**config.mk**
```make
export PLATFORM = sky130hd
export DESIGN_NAME = led_pattern_master
export DESIGN_NICKNAME = d
export VERILOG_FILES = /design/src/rtl/led_master_pkg.sv /design/src/rtl/avm_single_master.sv /design/src/rtl/led_pattern_master.sv
export SDC_FILE = /design/constraint.sdc
export NUM_CORES = 1
export LEC_CHECK = 0
export ABC_CLOCK_PERIOD_IN_PS = 4350
export BUFFER_PORTS_ARGS = -buffer_cell sky130_fd_sc_hd__buf_2
export CELL_PAD_IN_SITES_DETAIL_PLACEMENT = 0
export CELL_PAD_IN_SITES_GLOBAL_PLACEMENT = 1
export CORE_MARGIN = 2
export CORE_UTILIZATION = 40
export DETAILED_ROUTE_END_ITERATION = 6
export GPL_ROUTABILITY_DRIVEN = 0
export GPL_TIMING_DRIVEN = 1
export PLACE_DENSITY_LB_ADDON = 0.12
export SETUP_SLACK_MARGIN = 0.3
export SLEW_MARGIN = 20
export SYNTH_ARGS = -nofsm -noshare
export SYNTH_HDL_FRONTEND = slang
export SYNTH_SLANG_ARGS = --single-unit
export TNS_END_PERCENT = 1
```
**constraint.sdc**
```tcl
create_clock -name clk -period 4.35 [get_ports clk]
set_input_delay 0.6525 -clock clk [delete_from_list [all_inputs] [get_ports clk]]
set_output_delay 0.6525 -clock clk [all_outputs]
set_load 0.02 [all_outputs]
```
**src/rtl/led_master_pkg.sv**
```systemverilog
// Shared types and constants for the LED walking-one bus master.
// No logic of its own: state encoding, reset pattern, register offset and the rotate helper.
package led_master_pkg;

    typedef enum logic [2:0] {
        IDLE,
        WRITE,
        READ,
        RDWAIT,
        CHECK,
        WAIT
    } led_master_state_t;

    localparam logic [7:0]  LED_PATTERN_INIT = 8'h01;
    localparam int unsigned LED_REG_OFFSET   = 0;

    function automatic logic [7:0] rotl8(input logic [7:0] v);
        return {v[6:0], v[7]};
    endfunction

endpackage

```
**src/rtl/avm_single_master.sv**
```systemverilog
// One-outstanding-transaction Avalon-MM initiator: registered command, accept, read capture, read timeout.
// Command appears the edge after req_vld_i; it is held stable while waitrequest is high.
module avm_single_master #(
    parameter int unsigned TIMEOUT = 256
) (
    input  logic        clk_i,
    input  logic        reset_ni,
    input  logic        req_vld_i,
    input  logic        req_wr_i,
    input  logic [31:0] req_addr_i,
    input  logic [31:0] req_wdat_i,
    output logic        wr_acc_o,
    output logic        rd_acc_o,
    output logic        rsp_vld_o,
    output logic        rsp_timeout_o,
    output logic [31:0] rsp_dat_o,
    output logic [31:0] avm_address_o,
    output logic        avm_read_o,
    output logic        avm_write_o,
    output logic [31:0] avm_writedata_o,
    input  logic [31:0] avm_readdata_i,
    input  logic        avm_waitrequest_i,
    input  logic        avm_readdatavalid_i
);

    localparam int unsigned     TO_W    = $clog2(TIMEOUT + 1);
    localparam logic [TO_W-1:0] TO_LAST = TO_W'(TIMEOUT - 1);

    logic [31:0]     address_q, address_d;
    logic [31:0]     wdat_q, wdat_d;
    logic            read_q, read_d;
    logic            write_q, write_d;
    logic            pend_q, pend_d;
    logic [TO_W-1:0] to_cnt_q, to_cnt_d;
    logic            to_hit;

    assign wr_acc_o      = write_q & ~avm_waitrequest_i;
    assign rd_acc_o      = read_q & ~avm_waitrequest_i;
    // Data arriving in the last allowed cycle still counts as a response.
    assign to_hit        = pend_q & ~avm_readdatavalid_i & (to_cnt_q == TO_LAST);
    assign rsp_vld_o     = (pend_q & avm_readdatavalid_i) | to_hit;
    assign rsp_timeout_o = to_hit;
    assign rsp_dat_o     = avm_readdata_i;

    always_comb begin
        address_d = address_q;
        wdat_d    = wdat_q;
        read_d    = read_q;
        write_d   = write_q;
        pend_d    = pend_q;
        to_cnt_d  = to_cnt_q;

        if (wr_acc_o || rd_acc_o) begin
            address_d = '0;
            wdat_d    = '0;
            read_d    = 1'b0;
            write_d   = 1'b0;
        end

        if (rd_acc_o) begin
            pend_d   = 1'b1;
            to_cnt_d = '0;
        end else if (pend_q) begin
            if (rsp_vld_o) begin
                pend_d = 1'b0;
            end else begin
                to_cnt_d = to_cnt_q + 1'b1;
            end
        end

        // A new request may land in the same cycle the previous command is accepted.
        if (req_vld_i) begin
            address_d = req_addr_i;
            write_d   = req_wr_i;
            read_d    = ~req_wr_i;
            wdat_d    = req_wr_i ? req_wdat_i : '0;
        end
    end

    always_ff @(posedge clk_i or negedge reset_ni) begin
        if (!reset_ni) begin
            address_q <= '0;
            wdat_q    <= '0;
            read_q    <= 1'b0;
            write_q   <= 1'b0;
            pend_q    <= 1'b0;
            to_cnt_q  <= '0;
        end else begin
            address_q <= address_d;
            wdat_q    <= wdat_d;
            read_q    <= read_d;
            write_q   <= write_d;
            pend_q    <= pend_d;
            to_cnt_q  <= to_cnt_d;
        end
    end

    assign avm_address_o   = address_q;
    assign avm_read_o      = read_q;
    assign avm_write_o     = write_q;
    assign avm_writedata_o = wdat_q;

endmodule

```
**src/rtl/led_pattern_master.sv**
```systemverilog
// Walking-one LED self-test master: write pattern, read it back, compare, wait PERIOD cycles, rotate.
// Write issues the edge after enable; every bus phase stretches under waitrequest, readback bounded by TIMEOUT.
module led_pattern_master
    import led_master_pkg::*;
#(
    parameter int unsigned PERIOD   = 50_000_000,
    parameter int unsigned TIMEOUT  = 256,
    parameter logic [31:0] LED_ADDR = 32'h0000_0000
) (
    input  logic        clk,
    input  logic        reset_n,
    input  logic        enable,
    input  logic        clear,
    output logic [31:0] avm_m0_address,
    output logic        avm_m0_read,
    output logic        avm_m0_write,
    output logic [31:0] avm_m0_writedata,
    input  logic [31:0] avm_m0_readdata,
    input  logic        avm_m0_waitrequest,
    input  logic        avm_m0_readdatavalid,
    output logic [7:0]  pattern,
    output logic        busy,
    output logic        mismatch,
    output logic        timeout
);

    localparam int unsigned WAIT_W   = $clog2(PERIOD);
    localparam logic [31:0] REG_ADDR = LED_ADDR + 32'(LED_REG_OFFSET * 4);

    led_master_state_t state_q, state_d;
    logic [7:0]        pattern_q, pattern_d;
    logic [WAIT_W-1:0] wait_cnt_q, wait_cnt_d;
    logic              mismatch_q, mismatch_d;
    logic              timeout_q, timeout_d;
    logic              busy_q;

    logic              req_vld, req_wr;
    logic [31:0]       req_addr, req_wdat;
    logic              wr_acc, rd_acc, rsp_vld, rsp_timeout;
    logic [31:0]       rsp_dat;
    logic [31:0]       rd_diff;

    // Only the low byte carries the LED state; the upper readback bits are masked off.
    assign rd_diff = (rsp_dat ^ {24'b0, pattern_q}) & 32'h0000_00FF;

    always_comb begin
        state_d    = state_q;
        pattern_d  = pattern_q;
        wait_cnt_d = wait_cnt_q;
        mismatch_d = mismatch_q & ~clear;
        timeout_d  = timeout_q & ~clear;
        req_vld    = 1'b0;
        req_wr     = 1'b0;
        req_addr   = REG_ADDR;
        req_wdat   = {24'b0, pattern_q};

        case (state_q)
            IDLE: begin
                if (enable) begin
                    req_vld = 1'b1;
                    req_wr  = 1'b1;
                    state_d = WRITE;
                end
            end
            WRITE: begin
                if (wr_acc) begin
                    req_vld = 1'b1;
                    state_d = READ;
                end
            end
            READ: begin
                if (rd_acc) begin
                    state_d = RDWAIT;
                end
            end
            RDWAIT: begin
                if (rsp_vld) begin
                    state_d = CHECK;
                    if (rsp_timeout) begin
                        timeout_d = 1'b1;
                    end else if (|rd_diff) begin
                        mismatch_d = 1'b1;
                    end
                end
            end
            CHECK: begin
                pattern_d = rotl8(pattern_q);
                if (enable) begin
                    state_d    = WAIT;
                    wait_cnt_d = WAIT_W'(PERIOD - 1);
                end else begin
                    state_d = IDLE;
                end
            end
            WAIT: begin
                if (!enable) begin
                    state_d = IDLE;
                end else if (wait_cnt_q == '0) begin
                    req_vld = 1'b1;
                    req_wr  = 1'b1;
                    state_d = WRITE;
                end else begin
                    wait_cnt_d = wait_cnt_q - 1'b1;
                end
            end
            default: state_d = IDLE;
        endcase
    end

    always_ff @(posedge clk or negedge reset_n) begin
        if (!reset_n) begin
            state_q    <= IDLE;
            pattern_q  <= LED_PATTERN_INIT;
            wait_cnt_q <= '0;
            mismatch_q <= 1'b0;
            timeout_q  <= 1'b0;
            busy_q     <= 1'b0;
        end else begin
            state_q    <= state_d;
            pattern_q  <= pattern_d;
            wait_cnt_q <= wait_cnt_d;
            mismatch_q <= mismatch_d;
            timeout_q  <= timeout_d;
            busy_q     <= (state_d != IDLE);
        end
    end

    avm_single_master #(
        .TIMEOUT (TIMEOUT)
    ) u_avm (
        .clk_i               (clk),
        .reset_ni            (reset_n),
        .req_vld_i           (req_vld),
        .req_wr_i            (req_wr),
        .req_addr_i          (req_addr),
        .req_wdat_i          (req_wdat),
        .wr_acc_o            (wr_acc),
        .rd_acc_o            (rd_acc),
        .rsp_vld_o           (rsp_vld),
        .rsp_timeout_o       (rsp_timeout),
        .rsp_dat_o           (rsp_dat),
        .avm_address_o       (avm_m0_address),
        .avm_read_o          (avm_m0_read),
        .avm_write_o         (avm_m0_write),
        .avm_writedata_o     (avm_m0_writedata),
        .avm_readdata_i      (avm_m0_readdata),
        .avm_waitrequest_i   (avm_m0_waitrequest),
        .avm_readdatavalid_i (avm_m0_readdatavalid)
    );

    assign pattern  = pattern_q;
    assign busy     = busy_q;
    assign mismatch = mismatch_q;
    assign timeout  = timeout_q;

endmodule

```
After elaboration in Yosys (flattened, before gate mapping)
Cells that the tools add are included.
W data, S select, Z words.
Storage, ports and cells
  flip-flop bits (word level): 116
  output and inout port bits: 77
  logic and storage cells: 85
Operators by class
  add/subtract/negate cells: 2
  equality and inequality tests: 10
  mux-type cells: 38
  bitwise gates (word level): 13
  reduce and logical (&&, ||, !) cells: 10
Operators by type and width (number)
  $mux W32: 3
  $mux W26: 3
  $pmux W26 S2: 1
  $mux W9: 3
  $logic_not A26 Y1: 1
  $sub A26 B1 Y26 const B: 1
  $mux W3: 7
  $pmux W3 S6: 1
  $mux W1: 17
  $add A9 B1 Y9 const B: 1
  $eq A9 B8 Y1 const B: 1
  $mux W8: 1
  $reduce_or A8 Y1: 1
  $xor A8 B8 Y8: 1
  $and A1 B1 Y1: 7
  $eq A3 B2 Y1 const B: 2
  $eq A3 B3 Y1 const B: 2
  $ne A2 B2 Y1 const B: 3
  $reduce_bool A2 Y1: 3
  $not A1 Y1: 4
  $reduce_and A4 Y1: 1
  $eq A3 B1 Y1 const B: 1
  $logic_not A3 Y1: 1
  $pmux W1 S3: 1
  other kinds (6): 6

Depth between registers and ports, before layout
  depth after elaboration: 7
  gate-level depth with buffers: 9
  depth with buffers taken out: 9

By module
Synthesis repeated with hierarchy kept, for this count alone.
Second synthesis, totals
  cell total of the unflattened synthesis: 456
  area, all modules: 5310.1 um^2
Modules (own cells, without submodules)
  avm_single_master: instances 1, cells an instance 238, area each 3072.9 um^2, seq. area each 1901.8 um^2
  led_pattern_master: instances 1, cells an instance 218, area each 2237.1 um^2, seq. area each 1002.2 um^2

Least setup slack after synthesis
No wires, ideal clock.
  kind: reg-to-reg
  from: register wait_cnt_q[0]
  to: register busy_q (netlist: busy)
  arrival time: 2.266 ns
  setup slack: 1.953 ns
  stages on the path, launching flop included: 9
  clock period less this slack: 2.397 ns
  cell sequence: dfrtp_1 inv_1 ha_1 or3b_2 or3_1 buf_2 o31ai_4 o21ai_2 or3_1
On the way
  word-level cells in the longest chain between the ends: 5
RTL lines
  start, declared: line led_pattern_master.sv:32  | logic [WAIT_W-1:0] wait_cnt_q, wait_cnt_d;
  start signal, assigned: line led_pattern_master.sv:121  | wait_cnt_q <= wait_cnt_d;
  $logic_not A26 Y1: line led_pattern_master.sv:98  | end else if (wait_cnt_q == '0) begin
  $mux W3: line led_pattern_master.sv:98
  $mux W3: line led_pattern_master.sv:96  | if (!enable) begin
  $pmux W3 S6: line led_pattern_master.sv:57  | case (state_q)
  named net state_d[2]: line led_pattern_master.sv:30  | led_master_state_t state_q, state_d;
  $reduce_bool A3 Y1: line led_pattern_master.sv:124  | busy_q <= (state_d != IDLE);
  end signal, assigned: line led_pattern_master.sv:124
  end, declared: line led_pattern_master.sv:35  | logic busy_q;
The timed path passes the listed nets, and every way through them passes these cells.
A chain may end at the register's enable or synchronous reset.

Worst setup path in the final report
Ends and elaborated chain as after synthesis.

==> metrics.txt <==
drt drc=0; RSZ-0062 raised after global routing=no; r2r endpoint=busy; Antenna Nets Post-Route=0; slowest CP cell=o31ai_4; WL per Instance=14.65 um; actual slew at the worst max-slew pin=0.9372 ns; Crit path max-delay family=simple AND/OR/NAND/NOR gates; crit share post-route=67.23%; Lkg Pwr=1.740 nW; global-route wire length before repair=11.78 mm; most frequent cells in the layout=dfrtp_1 (59), conb_1 (56), buf_2 (34); Die ar.=9416 um2; Worst Setup Start Kind=register; Peak Freq=0.3419 GHz; CP bufs+invs=1; Min Clock Period, post-route=2.924 ns; diodes inserted=0; synthesized cell area=3462 um2; P&R area growth vs syn=8.204%; Mean Syn Cell Area=9.920 um2; die width=97.04 um; worst setup margin=1.426 ns; r2r startpoint=wait_cnt_q[0]; Hold Crit Class=input port to asynchronous set/reset pin; post-CTS sizing=0; number of nets in the layout=425; Seq cells post-synth=60; CP required=4.57 ns; Critical Path AT=3.14 ns; CTS Buf Count=9; Port Buffers=34; crit-path cells=inv_1 > ha_1 > or3b_2 > or3_1 > o31ai_4 > o21ai_2 > or3_1; CP Capture Type=register; First-pass DRT Iterations=4; Worst setup endpoint=busy; overflow left after global routing=0; Clock Pin Slew Worst Setup and Hold Paths=0.07 ns; Ports=115; Pwr per Cell Area=491.5 nW/um2; Final Slew Violations=0; Tot Pwr=1.841 mW; dpl cells=478; final setup violation count=0; setup TNS=0 ns; Worst path max stage delay=0.68 ns; layout cells sized above 1=18.25%; top fanout value on the critical path=16; Clock Skew=0.009449 ns; vias in the first global route=2310; Placeable Area=8299 um2; Critical Path Source=wait_cnt_q[0]; final hold violations=0; root buffer cell=clkbuf_8; # clock sinks=60; Max-Cap Viols=0; worst skew pair latency=0.34 ns; DR vias/cell=5.176; Mapped Cells=349; Unique masters post-synth=57; Worst R2R Path Depth=7; dominant synthesized flop cell=dfrtp_1; Reg2Reg Setup Slack=1.43 ns; vias post-DR=2557; largest net degree at the start of global routing=42; Post-CTS Setup Bufs=0; fraction of the yosys area taken by sequential cells=43.40%; starting density of the core=41.72%; Initial DRC Count=74; crit path kind=register to register; hold_buf cts=0; final wirelength=7.238 mm; chip height=97.04 um; Detail Placement HPWL=5.020 mm; Max VDD drop=0.1605 mV; Place WS=1.426 ns; initial antenna violation count=0; Most common cell on crit path=or3_1; ys async rst share=100.0%; H-tree Lvls=3; most common cell after layout, fill and taps aside=dfrtp_1; Clock Path Buffers=2; GRT Overall Usage=15.65%; Rel. slew slack=37.52%; outcome=completed; CTS tree=built; Critical Path Stages=7; Layout Cells excl Fill=494; Synth warnings=0; # rows=33; Post-synth EDFFs=0
## final cells by class
type | instances | area [um2]
Tap cell | 105 | 131.4
Multi-Input combinational cell | 267 | 1649
Fill cell | 846 | 4553
Sequential cell | 60 | 1503
Timing Repair Buffer | 36 | 185.2
Clock buffer | 10 | 127.6
Clock inverter | 6 | 112.6
Inverter | 10 | 37.54
## flip-flops by register name, summed over array words and instances, names as in the netlist, 3 cells and up
signal / cells
wait_cnt_q: 26
u_avm.to_cnt_q: 9
pattern: 8
u_avm.avm_writedata_o: 8
state_q: 3
## synth_stat cells, types with 4 or more instances
library cell / number / area [um2]
buf_4: 56 / 420.4
xor2_1: 5 / 43.79
mux2_2: 8 / 90.09
o21ai_1: 4 / 20.02
and4_1: 5 / 43.79
a32o_1: 8 / 80.08
nand3_1: 11 / 55.05
o41ai_1: 4 / 35.03
dfrtp_1: 59 / 1476
nor4_1: 6 / 37.54
nor2_1: 20 / 75.07
or4_1: 7 / 52.55
o21ai_0: 9 / 45.04
xnor2_1: 11 / 96.34
inv_1: 10 / 37.54
clkbuf_1: 6 / 22.52
nand2_1: 17 / 63.81
nor2b_1: 6 / 37.54
o31ai_1: 4 / 30.03
or3_1: 11 / 68.82
nand4_1: 9 / 56.30
a31oi_1: 8 / 50.05
a21oi_1: 11 / 55.05
## worst min-delay path by stage
stage	from	end
2_1_floorplan	reset_n	busy
3_3_place_gp	u_avm.avm_writedata_o[6]	u_avm.avm_writedata_o[6]
3_5_place_dp	u_avm.avm_writedata_o[4]	u_avm.avm_writedata_o[4]
4_1_cts	reset_n	wait_cnt_q[7]
5_1_grt	clear	mismatch
6_report	reset_n	wait_cnt_q[7]
## power by group
group | internal [mW] | switching, mW | total, mW | leakage, nW
Combinational | 0.171 | 0.281 | 0.452 | 0.838
Clock | 0.380 | 0.228 | 0.609 | 0.109
Sequential | 0.661 | 0.120 | 0.780 | 0.794
## per-stage QoR
| step | cell area [um2] | util (%) | hold slack, ns |
|---|---|---|---|
| after floorplan | 3669 | - | 0.3569 |
| after global placement | 3506 | 42.24 | 0.5032 |
| after global routing | 3746 | 45.14 | 0.5062 |
| final | 3746 | 45.14 | 0.4399 |
| after detailed placement | 3506 | 42.24 | 0.5064 |
| after CTS | 3746 | 45.14 | 0.4873 |
## kinds of logic (layout without fill, tap and decap cells)
group | Yosys count | in the layout | share of synthesized area, %
compound gates | 68 | 68 | 14.46
xor+xnor | 16 | 16 | 4.048
simple gates | 114 | 114 | 18.79
flops | 60 | 60 | 43.40
buf+inv | 77 | 62 | 14.93
mux | 10 | 10 | 3.180
other cells | 1 | 56 | 0.1083
fa+ha+maj | 3 | 3 | 1.084
## layer usage
metal  vias up  part of all wire, %  global-route usage, %  routed length [um]
met5         -                    0                      0                   0
met4         0                 0.97                  4.009                  70
li1       1238                    -                      -                   -
met3         6                  4.8                  5.202                 346
met1      1245                   49                  22.53                3553
met2        68                   45                  22.65                3267
Note: power is estimated with default switching activity, not from simulation.
